==> src/rtl/snoop_bus_arbiter_if.sv <==
// -----------------------------------------------------------------------------
// snoop_bus_arbiter_if
//
// Bundles the request, snoop and completion signals exchanged between the two
// CPUs and the coherence bus arbiter.
//
// Parameter:
//   ADDR_W           block address width on the bus
//
// Signals (direction seen from the arbiter / slave modport):
//   req_0/1          in   miss request, held until done_x
//   wr_0/1           in   1 = write miss, 0 = read miss
//   addr_0/1         in   miss block address
//   ack_0/1          in   peer search complete
//   found_0/1        in   searched block present, qualified by ack_x
//   grant_0/1        out  bus owned by CPU0/CPU1
//   bus_addr         out  latched owner address while granted, else 0
//   search_0/1       out  search request into that CPU's cache
//   datasel_0/1      out  owner takes line from peer cache (pulse)
//   inv_0/1          out  invalidate bus_addr in that CPU's cache (pulse)
//   done_0/1         out  transaction complete (pulse)
// -----------------------------------------------------------------------------
interface snoop_bus_arbiter_if #(
    parameter int ADDR_W = 11
);
    logic              req_0;
    logic              req_1;
    logic              wr_0;
    logic              wr_1;
    logic [ADDR_W-1:0] addr_0;
    logic [ADDR_W-1:0] addr_1;
    logic              ack_0;
    logic              ack_1;
    logic              found_0;
    logic              found_1;

    logic              grant_0;
    logic              grant_1;
    logic [ADDR_W-1:0] bus_addr;
    logic              search_0;
    logic              search_1;
    logic              datasel_0;
    logic              datasel_1;
    logic              inv_0;
    logic              inv_1;
    logic              done_0;
    logic              done_1;

    // CPU / cache side
    modport master (
        output req_0, req_1, wr_0, wr_1, addr_0, addr_1,
        output ack_0, ack_1, found_0, found_1,
        input  grant_0, grant_1, bus_addr, search_0, search_1,
        input  datasel_0, datasel_1, inv_0, inv_1, done_0, done_1
    );

    // Arbiter side
    modport slave (
        input  req_0, req_1, wr_0, wr_1, addr_0, addr_1,
        input  ack_0, ack_1, found_0, found_1,
        output grant_0, grant_1, bus_addr, search_0, search_1,
        output datasel_0, datasel_1, inv_0, inv_1, done_0, done_1
    );
endinterface

==> src/rtl/snoop_bus_arbiter.sv <==
// -----------------------------------------------------------------------------
// snoop_bus_arbiter
//
// Round-robin arbiter and sequencer for the shared coherence bus between CPU0
// and CPU1. One miss is served at a time: the owner is granted, the peer cache
// is searched, and on a hit either a cache-to-cache data select (read miss) or
// a peer invalidate (write miss) is pulsed before done is returned.
//
// Sequence: IDLE -> SNOOP (until peer ack) -> RESP (1 cycle) -> DONE (1 cycle)
//
// Parameters:
//   ADDR_W    block address width
//   TIMEOUT   snoop-ack wait limit in SNOOP cycles (timeout build only)
//
// Ports:
//   clk       system clock, rising edge
//   rst_n     asynchronous active-low reset
//   bus       snoop_bus_arbiter_if.slave (requests, snoop, completion)
//   busy      FSM not IDLE (registered)
//   err       sticky snoop-timeout flag
//
// Build option:
//   SNOOP_TIMEOUT_EN  when defined, a SNOOP cycle counter forces a not-found
//                     response after TIMEOUT cycles without a peer ack and
//                     sets err. When undefined, SNOOP waits forever and err
//                     is tied low.
//
// Every output comes straight from a register; there is no combinational
// input-to-output path.
// -----------------------------------------------------------------------------
module snoop_bus_arbiter #(
    parameter int ADDR_W  = 11,
    parameter int TIMEOUT = 15
) (
    input  logic               clk,
    input  logic               rst_n,
    snoop_bus_arbiter_if.slave bus,
    output logic               busy,
    output logic               err
);

    if (TIMEOUT < 1) begin : g_timeout_range
        $error("snoop_bus_arbiter: TIMEOUT must be at least 1");
    end

    typedef enum logic [1:0] {
        IDLE  = 2'd0,
        SNOOP = 2'd1,
        RESP  = 2'd2,
        DONE  = 2'd3
    } state_t;

    state_t            state;
    logic              owner;       // 0 = CPU0 owns the bus, 1 = CPU1
    logic              rr;          // CPU favoured on a tie
    logic              wr_q;        // latched write/read kind of the owner miss
    logic              just_done;   // high in the IDLE cycle right after DONE
    logic [ADDR_W-1:0] bus_addr_q;
    logic              grant_0_q;
    logic              grant_1_q;
    logic              search_0_q;
    logic              search_1_q;
    logic              datasel_0_q;
    logic              datasel_1_q;
    logic              inv_0_q;
    logic              inv_1_q;
    logic              done_0_q;
    logic              done_1_q;
    logic              busy_q;

`ifdef SNOOP_TIMEOUT_EN
    localparam int CNT_W = $clog2(TIMEOUT + 1);
    localparam logic [CNT_W-1:0] CNT_LAST = CNT_W'(TIMEOUT - 1);

    logic [CNT_W-1:0] snoop_cnt;
    logic             err_q;
`endif

    // The CPU served last still has req high during the IDLE cycle right after
    // DONE only if it failed to drop it; masking it keeps a stale request from
    // being re-granted.
    logic req_0_ok;
    logic req_1_ok;
    logic pick;
    logic ack_peer;
    logic found_peer;

    assign req_0_ok   = bus.req_0 && !(just_done && !owner);
    assign req_1_ok   = bus.req_1 && !(just_done &&  owner);
    assign pick       = (req_0_ok && req_1_ok) ? rr : req_1_ok;
    assign ack_peer   = owner ? bus.ack_0   : bus.ack_1;
    assign found_peer = owner ? bus.found_0 : bus.found_1;

    always_ff @(posedge clk or negedge rst_n) begin
        if (!rst_n) begin
            state       <= IDLE;
            owner       <= 1'b0;
            rr          <= 1'b0;
            wr_q        <= 1'b0;
            just_done   <= 1'b0;
            bus_addr_q  <= '0;
            grant_0_q   <= 1'b0;
            grant_1_q   <= 1'b0;
            search_0_q  <= 1'b0;
            search_1_q  <= 1'b0;
            datasel_0_q <= 1'b0;
            datasel_1_q <= 1'b0;
            inv_0_q     <= 1'b0;
            inv_1_q     <= 1'b0;
            done_0_q    <= 1'b0;
            done_1_q    <= 1'b0;
            busy_q      <= 1'b0;
`ifdef SNOOP_TIMEOUT_EN
            snoop_cnt   <= '0;
            err_q       <= 1'b0;
`endif
        end else begin
            // Pulse outputs last exactly one cycle unless re-armed below.
            datasel_0_q <= 1'b0;
            datasel_1_q <= 1'b0;
            inv_0_q     <= 1'b0;
            inv_1_q     <= 1'b0;
            done_0_q    <= 1'b0;
            done_1_q    <= 1'b0;
            just_done   <= 1'b0;

            case (state)
                IDLE: begin
                    if (req_0_ok || req_1_ok) begin
                        owner      <= pick;
                        wr_q       <= pick ? bus.wr_1   : bus.wr_0;
                        bus_addr_q <= pick ? bus.addr_1 : bus.addr_0;
                        grant_0_q  <= !pick;
                        grant_1_q  <=  pick;
                        // The peer is searched, never the owner.
                        search_0_q <=  pick;
                        search_1_q <= !pick;
                        busy_q     <= 1'b1;
                        state      <= SNOOP;
`ifdef SNOOP_TIMEOUT_EN
                        snoop_cnt  <= '0;
`endif
                    end
                end

                SNOOP: begin
                    if (ack_peer) begin
                        search_0_q  <= 1'b0;
                        search_1_q  <= 1'b0;
                        // Response pulses are armed here so they appear in RESP.
                        datasel_0_q <= found_peer && !wr_q && !owner;
                        datasel_1_q <= found_peer && !wr_q &&  owner;
                        inv_0_q     <= found_peer &&  wr_q &&  owner;
                        inv_1_q     <= found_peer &&  wr_q && !owner;
                        state       <= RESP;
                    end
`ifdef SNOOP_TIMEOUT_EN
                    // An ack in the expiry cycle wins over the timeout.
                    else if (snoop_cnt == CNT_LAST) begin
                        search_0_q <= 1'b0;
                        search_1_q <= 1'b0;
                        err_q      <= 1'b1;
                        state      <= RESP;
                    end else begin
                        snoop_cnt <= snoop_cnt + 1'b1;
                    end
`endif
                end

                RESP: begin
                    done_0_q <= !owner;
                    done_1_q <=  owner;
                    state    <= DONE;
                end

                DONE: begin
                    grant_0_q  <= 1'b0;
                    grant_1_q  <= 1'b0;
                    bus_addr_q <= '0;
                    busy_q     <= 1'b0;
                    rr         <= !owner;
                    just_done  <= 1'b1;
                    state      <= IDLE;
                end

                default: state <= IDLE;
            endcase
        end
    end

    assign bus.grant_0   = grant_0_q;
    assign bus.grant_1   = grant_1_q;
    assign bus.bus_addr  = bus_addr_q;
    assign bus.search_0  = search_0_q;
    assign bus.search_1  = search_1_q;
    assign bus.datasel_0 = datasel_0_q;
    assign bus.datasel_1 = datasel_1_q;
    assign bus.inv_0     = inv_0_q;
    assign bus.inv_1     = inv_1_q;
    assign bus.done_0    = done_0_q;
    assign bus.done_1    = done_1_q;
    assign busy          = busy_q;

`ifdef SNOOP_TIMEOUT_EN
    assign err = err_q;
`else
    assign err = 1'b0;
`endif

endmodule

==> src/flat_wrapper.sv <==
// flat-port wrapper written by rule: the top's interface ports become plain ports
module snoop_bus_arbiter_flat 
#(
    parameter int ADDR_W  = 11,
    parameter int TIMEOUT = 15
)
  (clk, rst_n, busy, err, bus_req_0, bus_req_1, bus_wr_0, bus_wr_1, bus_addr_0, bus_addr_1, bus_ack_0, bus_ack_1, bus_found_0, bus_found_1, bus_grant_0, bus_grant_1, bus_bus_addr, bus_search_0, bus_search_1, bus_datasel_0, bus_datasel_1, bus_inv_0, bus_inv_1, bus_done_0, bus_done_1);
  snoop_bus_arbiter_if #(.ADDR_W(ADDR_W)) bus_i ();
  input  logic clk;
  input  logic rst_n;
  output logic busy;
  output logic err;
  input wire logic [$bits(bus_i.req_0)-1:0] bus_req_0;
  input wire logic [$bits(bus_i.req_1)-1:0] bus_req_1;
  input wire logic [$bits(bus_i.wr_0)-1:0] bus_wr_0;
  input wire logic [$bits(bus_i.wr_1)-1:0] bus_wr_1;
  input wire logic [$bits(bus_i.addr_0)-1:0] bus_addr_0;
  input wire logic [$bits(bus_i.addr_1)-1:0] bus_addr_1;
  input wire logic [$bits(bus_i.ack_0)-1:0] bus_ack_0;
  input wire logic [$bits(bus_i.ack_1)-1:0] bus_ack_1;
  input wire logic [$bits(bus_i.found_0)-1:0] bus_found_0;
  input wire logic [$bits(bus_i.found_1)-1:0] bus_found_1;
  output wire logic [$bits(bus_i.grant_0)-1:0] bus_grant_0;
  output wire logic [$bits(bus_i.grant_1)-1:0] bus_grant_1;
  output wire logic [$bits(bus_i.bus_addr)-1:0] bus_bus_addr;
  output wire logic [$bits(bus_i.search_0)-1:0] bus_search_0;
  output wire logic [$bits(bus_i.search_1)-1:0] bus_search_1;
  output wire logic [$bits(bus_i.datasel_0)-1:0] bus_datasel_0;
  output wire logic [$bits(bus_i.datasel_1)-1:0] bus_datasel_1;
  output wire logic [$bits(bus_i.inv_0)-1:0] bus_inv_0;
  output wire logic [$bits(bus_i.inv_1)-1:0] bus_inv_1;
  output wire logic [$bits(bus_i.done_0)-1:0] bus_done_0;
  output wire logic [$bits(bus_i.done_1)-1:0] bus_done_1;
  assign bus_i.req_0 = bus_req_0;
  assign bus_i.req_1 = bus_req_1;
  assign bus_i.wr_0 = bus_wr_0;
  assign bus_i.wr_1 = bus_wr_1;
  assign bus_i.addr_0 = bus_addr_0;
  assign bus_i.addr_1 = bus_addr_1;
  assign bus_i.ack_0 = bus_ack_0;
  assign bus_i.ack_1 = bus_ack_1;
  assign bus_i.found_0 = bus_found_0;
  assign bus_i.found_1 = bus_found_1;
  assign bus_grant_0 = bus_i.grant_0;
  assign bus_grant_1 = bus_i.grant_1;
  assign bus_bus_addr = bus_i.bus_addr;
  assign bus_search_0 = bus_i.search_0;
  assign bus_search_1 = bus_i.search_1;
  assign bus_datasel_0 = bus_i.datasel_0;
  assign bus_datasel_1 = bus_i.datasel_1;
  assign bus_inv_0 = bus_i.inv_0;
  assign bus_inv_1 = bus_i.inv_1;
  assign bus_done_0 = bus_i.done_0;
  assign bus_done_1 = bus_i.done_1;
  snoop_bus_arbiter #(.ADDR_W(ADDR_W), .TIMEOUT(TIMEOUT)) u_core (.clk(clk), .rst_n(rst_n), .bus(bus_i), .busy(busy), .err(err));
endmodule
==> config.mk <==
export PLATFORM = sky130hd
export DESIGN_NAME = snoop_bus_arbiter_flat
export DESIGN_NICKNAME = d
export VERILOG_FILES = /design/src/rtl/snoop_bus_arbiter_if.sv /design/src/rtl/snoop_bus_arbiter.sv /design/src/flat_wrapper.sv
export SDC_FILE = /design/constraint.sdc
export NUM_CORES = 1
export LEC_CHECK = 0
export CAP_MARGIN = 5
export CORE_ASPECT_RATIO = 0.8
export CORE_UTILIZATION = 45
export CTS_CLUSTER_DIAMETER = 200
export DETAILED_ROUTE_END_ITERATION = 8
export PLACE_DENSITY_LB_ADDON = 0.15
export REMOVE_ABC_BUFFERS = 1
export SYNTH_ARGS = -nofsm -noshare
export SYNTH_HDL_FRONTEND = slang
export SYNTH_SLANG_ARGS = --single-unit
==> constraint.sdc <==
create_clock -name clk -period 3.68 [get_ports clk]
set_input_delay 0.736 -clock clk [delete_from_list [all_inputs] [get_ports clk]]
set_output_delay 0.736 -clock clk [all_outputs]
set_load 0.01 [all_outputs]
==> results by group <==
Run status
  – Run status: complete, no violations

Drt
  – Vias: 949
  – Vias per cell: 4.89
  – Routed wire per std cell: 13.6 µm
  – Initial drt markers: 26
  – Detailed-route wire length: 2650 µm
  – Final ANT Viol Nets: 0
  – Pre-antenna DRT Iters: 4
  – Drc violations: 0

Critical path
  – Critical path launch point: bus_req_0
  – Crit path capture: u_core.wr_q
  – CP Max Fanout: 17
  – Critical-path top delay cell: o311ai_4
  – CP cell instances: clkdlybuf4s50_1 > inv_1 > o311ai_4 > mux2i_1 > a21oi_1
  – Reg-to-Reg End: u_core.bus.grant_0
  – Critical Path AT: 2.50 ns
  – CP Class: input port to flip-flop
  – Reg2reg setup slack: 1.79 ns
  – R2R cell count: 4
  – Worst Path Required: 3.83 ns
  – CP Launch Type: input port
  – Slowest cell delay on critical path: 0.83 ns
  – Worst setup EP type: flip-flop
  – Worst r2r src: u_core.owner

GRT
  – GRT Overall Usage: 18.4%
  – Gr ovfl total: 0
  – Vias in the first global route: 949
  – Global-route wire length before repair: 4420 µm
  – Initial antenna violation count: 0
  – Pin count of the biggest net entering global routing: 29

Placed design
  – Global placer's final weighted congestion: 0.684
  – Port Buffers: 53
  – Final HPWL from detailed placement: 2020 µm
  – Pre-CTS setup slack: 0.966 ns

Power
  – Clock power frac: 17.5%
  – Switching share of power: 34.9%
  – Seq pwr share: 36.4%
  – P_int: 0.000897 W
  – Total power per unit cell area: 710 nW/µm²
  – Comb pwr share: 46.1%
  – Pleak: 0.865 nW
  – Switching pwr: 0.000480 W
  – VDD IR-drop max: 0.412 mV

CTS
  – Root Driver: clkbuf_8
  – Hold-fix buffers, CTS: 0
  – Clock Path Buffers: 2
  – CTS Buf Count: 3
  – Post-CTS Repair Setup Buffers: 0
  – Htree depth: 1
  – Clk pin slew, worst setup/hold paths: 0.09 ns
  – CTS sink count: 28
  – CTS tree: yes
  – PostCTS Resize Cnt: 0
  – Clk_lat worst skew: 0.28 ns

Synth
  – Dominant cell type by area after synthesis: dfrtp_1
  – Post-synthesis cell type count: 27
  – Synth Instances: 103
  – EDFF count, synth: 0
  – Cell with the most instances after synthesis: dfrtp_1
  – YS warnings: 0
  – Sequential area share after synthesis: 52.6%
  – Top cells by instance count after synthesis: dfrtp_1 (28), mux2i_1 (14), o2bb2ai_1 (13), nor2_1 (7), inv_1 (6)
  – Area contributors post-synth: dfrtp_1 (53%), mux2i_1 (11%), o2bb2ai_1 (8.5%)
  – Syn Area/Cell: 12.9 µm²
  – Async set or reset register ratio after synthesis: 100%
  – FF+latch count, synth: 28
  – Ys flop type: dfrtp_1
  – Yosys top cell area share: 52.6%
  – Post-Syn Area: 1330 µm²

Final layout
  – Layout cell share with drive strength beyond 1: 8.33%
  – NumNets Final: 194
  – Final Core Density: 69.6%
  – Antenna diodes: 0
  – P&R area growth vs syn: 45.6%

STA
  – Setup WS post-layout: 1.33 ns
  – Minimum clock period: 2.35 ns
  – Max_slew headroom: 35.5%
  – Fin crit share: 63.9%
  – Worst slew pin tran: 0.965 ns
  – Final Hold Fails: 0
  – Setup TNS: 0 ns
  – Max-slew violations: 0
  – Clock skew: 0.00903 ns
  – RSZ-0062 raised after global routing: no
  – Max Fclk: 0.425 GHz
  – Final setup violation count: 0

Floorplan
  – Die Y: 50.7 µm
  – Die area: 3180 µm²
  – Die span in x: 62.8 µm
  – # rows: 17
  – Top Ports: 55
  – Core outline area: 2790 µm²
  – Initial core utilization: 47.8%

Hold path
  – Hold Crit Start: u_core.wr_q
  – Hold Crit Class: flip-flop to flip-flop

Flow run
  – Max_cap viols: 0
-- power by group through the flow --
stage / clock [W] / combinational (W) / sequential (W)
after floorplan: 0 / 0.000348 / 0.000529
after global placement: 0 / 0.000624 / 0.000503
after detailed placement: 0 / 0.000645 / 0.000507
after CTS: 0.000247 / 0.000648 / 0.000502
after global routing: 0.000255 / 0.000694 / 0.000516
final: 0.000241 / 0.000635 / 0.000501
-- kinds of logic (layout without fill, tap and decap cells) --
group / after synthesis / in the layout / share of synthesized area (%)
muxes: 16 / 16 / 12.2
DFF: 28 / 28 / 52.6
adders and majority gates: 5 / 5 / 4.69
AOI/OAI and AO/OA: 26 / 26 / 18.9
buffers and inverters: 11 / 64 / 5.35
and+or+nand+nor: 16 / 16 / 6.01
other: 1 / 1 / 0.281
-- critical path: cells and delay by family --
| kind | cells | cell delay [ns] |
|---|---|---|
| compound gates | 2 | 0.92 |
| buf+inv | 2 | 0.57 |
| mux | 1 | 0.27 |
-- metal layers --
layer  vias up  track usage, %  part of all wire (%)
li1        470               -                     -
met1       444            21.9                    43
met2        30            31.2                    49
met3         5            5.45                   5.8
met4         0            8.14                   1.7
met5         -               0                     0
-- worst min path at each step --
stage / endpoint / slack (ns) / cells past startpoint
after CTS: u_core.bus.datasel_0 / 0.49 / 1
after floorplan: u_core.bus.bus_addr[0] / 0.44 / 0
after global placement: u_core.busy / 0.46 / 1
after detailed placement: u_core.bus.bus_addr[9] / 0.47 / 1
after global routing: u_core.bus.bus_addr[5] / 0.52 / 1
final: u_core.bus.datasel_0 / 0.48 / 1
-- cell type report --
| type | instances | area (µm²) |
|---|---|---|
| clock inverter | 1 | 30.0 |
| tap | 38 | 47.5 |
| inverter | 6 | 22.5 |
| sequential | 28 | 701 |
| multi-input combinational | 64 | 561 |
| fill | 211 | 846 |
| clock buffer | 3 | 41.3 |
| timing repair buffer | 54 | 538 |
-- registers in the layout (all words and copies together), names as in the netlist --
name and count:
u_core.just_done 1, u_core.bus.bus_addr 11, u_core.bus.grant_0 1, u_core.bus.grant_1 1, u_core.rr 1, u_core.bus.inv_1 1, u_core.bus.search_0 1, u_core.busy 1
u_core.bus.done_1 1, u_core.bus.search_1 1, u_core.owner 1, u_core.bus.inv_0 1, u_core.state 2, u_core.bus.datasel_1 1, u_core.bus.done_0 1, u_core.wr_q 1
u_core.bus.datasel_0 1
-- placed cells by master (no fill, tap or decap), types with 2 or more instances in the layout --
master and count:
nor2_1 7, o2bb2ai_2 2, mux2i_1 14, clkdlybuf4s50_1 53, clkbuf_8 3, dfrtp_1 28
mux2_2 2, nor2b_1 2, inv_1 6, a21oi_1 3, nand2_1 2, ha_1 5
o2bb2ai_1 13
-- through the flow --
stage | cells | hold WS, ns | power (W) | cell area [µm²]
floorplan | 98 | 0.440 | 0.000877 | 1280
global placement | 190 | 0.462 | 0.00113 | 1870
detailed placement | 190 | 0.473 | 0.00115 | 1870
CTS | 194 | 0.490 | 0.00140 | 1940
global route | 194 | 0.518 | 0.00147 | 1940
finish | 194 | 0.481 | 0.00138 | 1940
Note: power is estimated with default switching activity, not from simulation.
